### config.mk
export PLATFORM = sky130hd
export DESIGN_NAME = music_seq_flat
export DESIGN_NICKNAME = d
export VERILOG_FILES = /design/src/rtl/music_seq_pkg.sv /design/src/rtl/music_seq_if.sv /design/src/rtl/music_seq_tone_gen.sv /design/src/rtl/music_seq.sv /design/src/flat_wrapper.sv
export SDC_FILE = /design/constraint.sdc
export NUM_CORES = 1
export LEC_CHECK = 0
export BUFFER_PORTS_ARGS = -buffer_cell sky130_fd_sc_hd__buf_4
export CORE_UTILIZATION = 35
export DETAILED_ROUTE_END_ITERATION = 6
export MAX_ROUTING_LAYER = met4
export PLACE_DENSITY_LB_ADDON = 0.2
export SYNTH_ARGS = -nofsm -noshare
export SYNTH_HDL_FRONTEND = slang
export SYNTH_HIERARCHICAL = 1
export SYNTH_SLANG_ARGS = --single-unit
### constraint.sdc
create_clock -name clk -period 3.6 [get_ports clk]
set_input_delay 0 -clock clk [delete_from_list [all_inputs] [get_ports clk]]
set_output_delay 0 -clock clk [all_outputs]
set_load 0.02 [all_outputs]
### src/rtl/music_seq_pkg.sv
// Shared types and constants for the music_seq note sequencer.
// The GAP state only exists when MUSIC_SEQ_GAP_EN is defined.
package music_pkg;

    typedef enum logic [2:0] {
        S_IDLE  = 3'd0,
        S_FETCH = 3'd1,
        S_WAIT  = 3'd2,
        S_PLAY  = 3'd3,
`ifdef MUSIC_SEQ_GAP_EN
        S_GAP   = 3'd4,
`endif
        S_PAUSE = 3'd5
    } state_t;

    // ROM word layout is {duration, half_period}, half_period in the low bits.
    localparam int TONE_LSB   = 0;
    localparam int END_MARKER = 0;

    function automatic int dur_lsb(input int tone_w);
        return TONE_LSB + tone_w;
    endfunction

endpackage

### src/rtl/music_seq_if.sv
// Note ROM fetch bus: music_seq drives the address and read strobe,
// the synchronous ROM returns the word one cycle after the strobe.
interface music_seq_if #(
    parameter int ADDR_W = 6,
    parameter int DATA_W = 20
);
    logic [ADDR_W-1:0] rom_addr;
    logic              rom_rd;
    logic [DATA_W-1:0] rom_data;

    modport master (output rom_addr, output rom_rd, input rom_data);
    modport slave  (input rom_addr, input rom_rd, output rom_data);
endinterface

### src/rtl/music_seq_tone_gen.sv
// Square-wave tone generator: half-period down-counter plus output toggle.
// The phase survives while disabled so a paused note resumes mid-period.
module tone_gen #(
    parameter int TONE_W = 16
) (
    input  logic              clk,
    input  logic              rst,
    input  logic              load,
    input  logic [TONE_W-1:0] half_period,
    input  logic              en,
    input  logic              audible,
    output logic              pwm_out
);

    logic [TONE_W-1:0] half_q;
    logic [TONE_W-1:0] cnt;
    logic [TONE_W-1:0] cnt_n;
    logic              phase;
    logic              phase_n;
    logic              is_rest;

    always_comb begin
        cnt_n   = cnt;
        phase_n = phase;
        if (load) begin
            cnt_n   = half_period - TONE_W'(1);
            phase_n = 1'b0;
        end else if (en) begin
            if (cnt == '0) begin
                cnt_n   = half_q - TONE_W'(1);
                phase_n = ~phase;
            end else begin
                cnt_n = cnt - TONE_W'(1);
            end
        end
    end

    // A zero half-period is a rest; the counter still runs but the pin stays low.
    assign is_rest = load ? (half_period == '0) : (half_q == '0);

    always_ff @(posedge clk) begin
        if (rst) begin
            half_q  <= '0;
            cnt     <= '0;
            phase   <= 1'b0;
            pwm_out <= 1'b0;
        end else begin
            if (load) begin
                half_q <= half_period;
            end
            cnt     <= cnt_n;
            phase   <= phase_n;
            pwm_out <= audible && !is_rest && phase_n;
        end
    end

endmodule

### src/rtl/music_seq.sv
// Note sequencer: fetches {duration, half_period} words, plays each note,
// walks to the end marker. Optional articulation gap via MUSIC_SEQ_GAP_EN.
module music_seq
    import music_pkg::*;
#(
    parameter int ADDR_W   = 6,
    parameter int TONE_W   = 16,
    parameter int LEN_W    = 4,
    parameter int BEAT_CYC = 12_500_000,
    parameter int GAP_CYC  = 1_250_000
) (
    input  logic        clk,
    input  logic        rst,
    input  logic        start,
    input  logic        pause,
    input  logic        stop,
    input  logic        loop_en,
    music_seq_if.master rom,
    output logic        pwm_out,
    output logic        busy,
    output logic        done
);

    localparam int DUR_LSB = dur_lsb(TONE_W);
    localparam int BEAT_W  = (BEAT_CYC > 1) ? $clog2(BEAT_CYC) : 1;
    localparam logic [BEAT_W-1:0] BEAT_LAST = BEAT_W'(BEAT_CYC - 1);

    state_t            state, state_n;
    state_t            ret, ret_n;
    logic [ADDR_W-1:0] addr, addr_n;
    logic [BEAT_W-1:0] beat, beat_n;
    logic [LEN_W-1:0]  beats_left, beats_left_n;
    logic              rd_q;
    logic              done_n;
    logic              tone_load;
    logic              finish_song;
    logic [LEN_W-1:0]  dur;
    logic [TONE_W-1:0] half;

`ifdef MUSIC_SEQ_GAP_EN
    localparam int GAP_W = (GAP_CYC > 1) ? $clog2(GAP_CYC) : 1;
    localparam logic [GAP_W-1:0] GAP_LAST = GAP_W'(GAP_CYC - 1);

    logic [GAP_W-1:0] gap_cnt, gap_n;
    logic             wrap_q, wrap_n;
`endif

    assign dur          = rom.rom_data[DUR_LSB +: LEN_W];
    assign half         = rom.rom_data[TONE_LSB +: TONE_W];
    assign rom.rom_addr = addr;
    assign rom.rom_rd   = rd_q;

    always_comb begin
        state_n      = state;
        ret_n        = ret;
        addr_n       = addr;
        beat_n       = beat;
        beats_left_n = beats_left;
        done_n       = 1'b0;
        tone_load    = 1'b0;
        finish_song  = 1'b0;
`ifdef MUSIC_SEQ_GAP_EN
        gap_n        = gap_cnt;
        wrap_n       = wrap_q;
`endif
        if (stop) begin
            state_n = S_IDLE;
        end else begin
            case (state)
                S_IDLE: begin
                    if (start) begin
                        state_n = S_FETCH;
                        addr_n  = '0;
                    end
                end
                S_FETCH: state_n = S_WAIT;
                S_WAIT: begin
                    if (dur == LEN_W'(END_MARKER)) begin
                        finish_song = 1'b1;
                    end else begin
                        tone_load    = 1'b1;
                        beat_n       = BEAT_LAST;
                        beats_left_n = dur - LEN_W'(1);
                        state_n      = S_PLAY;
                    end
                end
                S_PLAY: begin
                    // Pause is ignored on the final cycle of a note; it is picked up next PLAY/GAP cycle.
                    if (beat == '0 && beats_left == '0) begin
`ifdef MUSIC_SEQ_GAP_EN
                        gap_n   = GAP_LAST;
                        wrap_n  = &addr;
                        state_n = S_GAP;
                        if (!(&addr)) begin
                            addr_n = addr + ADDR_W'(1);
                        end
`else
                        if (&addr) begin
                            finish_song = 1'b1;
                        end else begin
                            addr_n  = addr + ADDR_W'(1);
                            state_n = S_FETCH;
                        end
`endif
                    end else begin
                        if (beat == '0) begin
                            beat_n       = BEAT_LAST;
                            beats_left_n = beats_left - LEN_W'(1);
                        end else begin
                            beat_n = beat - BEAT_W'(1);
                        end
                        if (pause) begin
                            ret_n   = S_PLAY;
                            state_n = S_PAUSE;
                        end
                    end
                end
`ifdef MUSIC_SEQ_GAP_EN
                S_GAP: begin
                    if (gap_cnt == '0) begin
                        if (wrap_q) begin
                            finish_song = 1'b1;
                        end else begin
                            state_n = S_FETCH;
                        end
                    end else begin
                        gap_n = gap_cnt - GAP_W'(1);
                        if (pause) begin
                            ret_n   = S_GAP;
                            state_n = S_PAUSE;
                        end
                    end
                end
`endif
                S_PAUSE: begin
                    if (!pause) begin
                        state_n = ret;
                    end
                end
                default: state_n = S_IDLE;
            endcase

            // A marker word and running off the last address end the song the same way.
            if (finish_song) begin
                if (loop_en) begin
                    addr_n  = '0;
                    state_n = S_FETCH;
                end else begin
                    done_n  = 1'b1;
                    state_n = S_IDLE;
                end
            end
        end
    end

    always_ff @(posedge clk) begin
        if (rst) begin
            state      <= S_IDLE;
            ret        <= S_IDLE;
            addr       <= '0;
            beat       <= '0;
            beats_left <= '0;
            rd_q       <= 1'b0;
            busy       <= 1'b0;
            done       <= 1'b0;
`ifdef MUSIC_SEQ_GAP_EN
            gap_cnt    <= '0;
            wrap_q     <= 1'b0;
`endif
        end else begin
            state      <= state_n;
            ret        <= ret_n;
            addr       <= addr_n;
            beat       <= beat_n;
            beats_left <= beats_left_n;
            rd_q       <= (state_n == S_FETCH);
            busy       <= (state_n != S_IDLE);
            done       <= done_n;
`ifdef MUSIC_SEQ_GAP_EN
            gap_cnt    <= gap_n;
            wrap_q     <= wrap_n;
`endif
        end
    end

    tone_gen #(
        .TONE_W (TONE_W)
    ) u_tone (
        .clk         (clk),
        .rst         (rst),
        .load        (tone_load),
        .half_period (half),
        .en          (state == S_PLAY),
        .audible     (state_n == S_PLAY),
        .pwm_out     (pwm_out)
    );

endmodule

### src/flat_wrapper.sv
// flat-port wrapper written by rule: the top's interface ports become plain ports
module music_seq_flat import music_pkg::*;
#(
    parameter int ADDR_W   = 6,
    parameter int TONE_W   = 16,
    parameter int LEN_W    = 4,
    parameter int BEAT_CYC = 12_500_000,
    parameter int GAP_CYC  = 1_250_000
)
  (clk, rst, start, pause, stop, loop_en, pwm_out, busy, done, rom_rom_addr, rom_rom_rd, rom_rom_data);
  music_seq_if #(.ADDR_W(ADDR_W), .DATA_W(LEN_W + TONE_W)) rom_i ();
  input  logic clk;
  input  logic rst;
  input  logic start;
  input  logic pause;
  input  logic stop;
  input  logic loop_en;
  output logic pwm_out;
  output logic busy;
  output logic done;
  output wire logic [$bits(rom_i.rom_addr)-1:0] rom_rom_addr;
  output wire logic [$bits(rom_i.rom_rd)-1:0] rom_rom_rd;
  input wire logic [$bits(rom_i.rom_data)-1:0] rom_rom_data;
  assign rom_rom_addr = rom_i.rom_addr;
  assign rom_rom_rd = rom_i.rom_rd;
  assign rom_i.rom_data = rom_rom_data;
  music_seq #(.ADDR_W(ADDR_W), .TONE_W(TONE_W), .LEN_W(LEN_W), .BEAT_CYC(BEAT_CYC), .GAP_CYC(GAP_CYC)) u_core (.clk(clk), .rst(rst), .start(start), .pause(pause), .stop(stop), .loop_en(loop_en), .rom(rom_i), .pwm_out(pwm_out), .busy(busy), .done(done));
endmodule
==> flow_summary.yaml <==
floorplan:
  design.core.area_sq_um: 12100
  die_h_um: 114
  rows: 40
  die_area_sq_um: 13000
  die_w_um: 114
  pin_count: 36
  start_util_pct: 36.3
synthesis:
  synthesis.area_sq_um: 4390
  synth_top_family_by_area: "simple AND/OR/NAND/NOR gates"
  synth_simple_gate_area_share_pct: 30.1
  synth-edff-count: 0
  synth_common_cells: "75 x dfxtp_1, 66 x nor2_1, 56 x nand2_1, 45 x a21oi_1, 35 x o21ai_0"
  ys.flop_type: "dfxtp_1"
  synth-compound-area-share_pct: 27.5
  avgSynthCellArea_sq_um: 8.02
  yosys.area_share.xor_xnor_pct: 1.20
  yosysTopAreaCell: "dfxtp_1"
  synth_mux_area_share_pct: 1.59
  seq_area_frac_synth_pct: 34.2
  synth.most_common_cell: "dfxtp_1"
  async_flop_share_pct: 0
  synth_fp_nets: 578
  ys_top_cells_by_area: "dfxtp_1 34%, nor2_1 5.6%, a21oi_1 5.1%, nand2_1 4.8%, o21ai_0 4.0%"
  synth_cell_type_count: 86
  ys_seq_elements: 75
  yosys.area.top_type_share_pct: 34.2
  synth_fa_ha_area_share_pct: 1.14
  yosysWarnings: 6
  syn_inst: 548
clock_tree:
  cts-resized-gates: 0
  cts_tree: "built"
  htreeDepth: 3
  clock_tree.root_cell: "clkbuf_16"
  clock_latency_ns: 0.35
  numCtsBuffers: 9
  numClockSinks: 75
  clkTransAtPathRegs_ns: 0.06
  cts_buffer_depth: 2
timing:
  setup_viol: 0
  final.min_clock_period_ns: 3.22
  drv_slew: 0
  max_freq_mhz: 310
  tightest_slew_ns: 0.746
  rsz0062_at_grt: "false"
  setup_tns_ns: 0
  finalHoldViolCount: 0
  max_slew_margin_pct: 50.1
  period_share_pct: 89.5
  skew_ns: 0.00891
setup_path:
  arrival_ns: 3.48
  worstPathRequired_ns: 3.86
  cp_max_fo: 8
  reg2reg_depth: 13
  setup.worst_path.end_class: "flip-flop"
  start_kind: "flip-flop"
  path_class: "flip-flop to flip-flop"
routing:
  wl_um: 12300
  wl_per_cell_um: 15.9
  drc: 0
  ant_nets: 0
  vias_per_cell: 5.59
  firstDrtPassIters: 5
  vias: 4313
  drt_iter0_markers: 349
pwr:
  p_leak_nw: 2.02
  p_switching_mw: 0.566
  p_sw_share_pct: 25.6
  p_int_mw: 1.65
  fin_total_pwr_mw: 2.21
  irDropWorstVdd_uv: 241
  seq_power_share_pct: 38.4
  pwr-share-comb_pct: 14.1
  clockPowerShare_pct: 47.5
  power.density_nw_per_um2: 413
layout:
  nFillCells: 1219
  final_nets: 628
  area_delta_synth_final_pct: 22.0
  drive_gt1_share_pct: 17.6
  final_cells: 771
  antenna_cells: 0
hold_path:
  hp-class: "primary input to flip-flop"
  whs_path_depth: 4
placement:
  place_inst: 736
  port_buffers: 35
  place.gp.congestion: 0.909
  post-dp-hpwl_um: 8330
global_route:
  antenna_found_initial: 0
  first_global_vias: 4023
  grt.overflow.total: 0
  grt_max_degree: 68
  grt_pass1_wl_um: 20100
  grt_usage_pct: 20.1
flow_run:
  maxCapViolations: 0
status:
  outcome: "complete, no violations"
[layout make-up]
cell class              instances  area [sq um]  area share, %
repair buffers                 65           531           9.90
flip-flops and latches         75          1500           28.0
well taps                     168           210           3.92
multi-input cells             430          2710           50.6
inverters                      17          63.8           1.19
clock inverters                 6           114           2.12
clock buffers                  10           229           4.27
[registers in the layout, indices dropped and copies added, names as in the netlist]
register	count
u_core/rom.rom_addr	6
u_core/beats_left	4
u_core/state	3
u_core/busy	1
u_core/rom.rom_rd	1
u_core/beat	24
u_core/u_tone/cnt	16
u_core/u_tone/half_q	16
u_core/done	1
u_core/u_tone/pwm_out	1
u_core/u_tone/phase	1
u_core/ret	1
[metal layers]
layer / global-route usage (%) / part of all wire [%] / vias to the layer above
met5: - / 0 / -
met4: 6.49 / 1.1 / 0
met3: 4.71 / 4.1 / 11
met2: 30.8 / 46 / 94
met1: 26.2 / 49 / 2065
li1: - / - / 2143
[cell usage in the layout (no fill, tap or decap), types with 6 or more instances in the layout]
cell,synthesis,layout
o31ai_1,6,6
or3_1,6,6
nor4_1,10,10
clkbuf_16,0,9
nand2_1,56,56
o21a_1,12,12
dfxtp_1,75,75
nor3_1,20,20
a311oi_1,14,14
buf_4,2,48
a211oi_1,12,12
dlygate4sd3_1,0,17
o21ai_0,35,35
mux2i_1,7,7
nor2_1,66,65
a21oi_1,45,45
and3_1,8,8
nand3_1,12,12
inv_1,16,16
[stage by stage]
step / hold WS (ns) / worst slack (ns) / utilization (%) / instance area [sq um]
floorplan: 0.0728 / 0.0716 / - / 4400
finish: 0.0209 / 0.378 / 44.3 / 5360
global route: 0.0298 / 0.0824 / 44.3 / 5360
detailed placement: 0.246 / 0.266 / 39.9 / 4830
global placement: 0.248 / 0.371 / 39.9 / 4830
CTS: 0.00977 / 0.340 / 44.1 / 5350
[power groups by stage]
stage | clock network [mW] | logic [mW] | registers, mW
2_1_floorplan | 0 | 0.210 | 0.868
3_3_place_gp | 0 | 0.290 | 0.869
3_5_place_dp | 0 | 0.291 | 0.869
4_1_cts | 1.08 | 0.307 | 0.850
5_1_grt | 1.11 | 0.338 | 0.852
6_report | 1.05 | 0.311 | 0.851
[cell families after synthesis]
family          count (synthesis)
simple gates                  240
compound gates                173
flops                          75
buf+inv                        43
mux                             7
xor+xnor                        6
fa+ha+maj                       4
[worst max-delay path: stages (launching register included)]
cell and delay, ns:
dfxtp_1 0.46, nor2b_1 0.11, o211ai_1 0.28, nor2_4 0.10, buf_4 0.17, buf_4 0.13, nand2_1 0.08, o21a_1 0.15
ha_1 0.19, nor2b_2 0.22, o311a_4 0.24, nand4_2 0.21, or4_1 0.57, a311oi_1 0.24
[timing repair]
item | CTS | global route
setup buffers | 0 | 2
hold buffers | 17 | 0
endpoints found under the hold margin | 17 | 0
endpoints found under the setup margin | 0 | 1
[final timing paths]
| path | to | start | slack (ns) |
|---|---|---|---|
| min reg2reg | u_core/u_tone/half_q[0] | u_core/u_tone/half_q[0] | 0.48 |
| max | u_core/u_tone/cnt[12] | u_core/state[2] | 0.38 |
| max reg2reg | u_core/u_tone/cnt[12] | u_core/state[2] | 0.38 |
| min | u_core/beats_left[3] | rom_rom_data[19] | 0.02 |
Power figures use the tool's default switching activity.
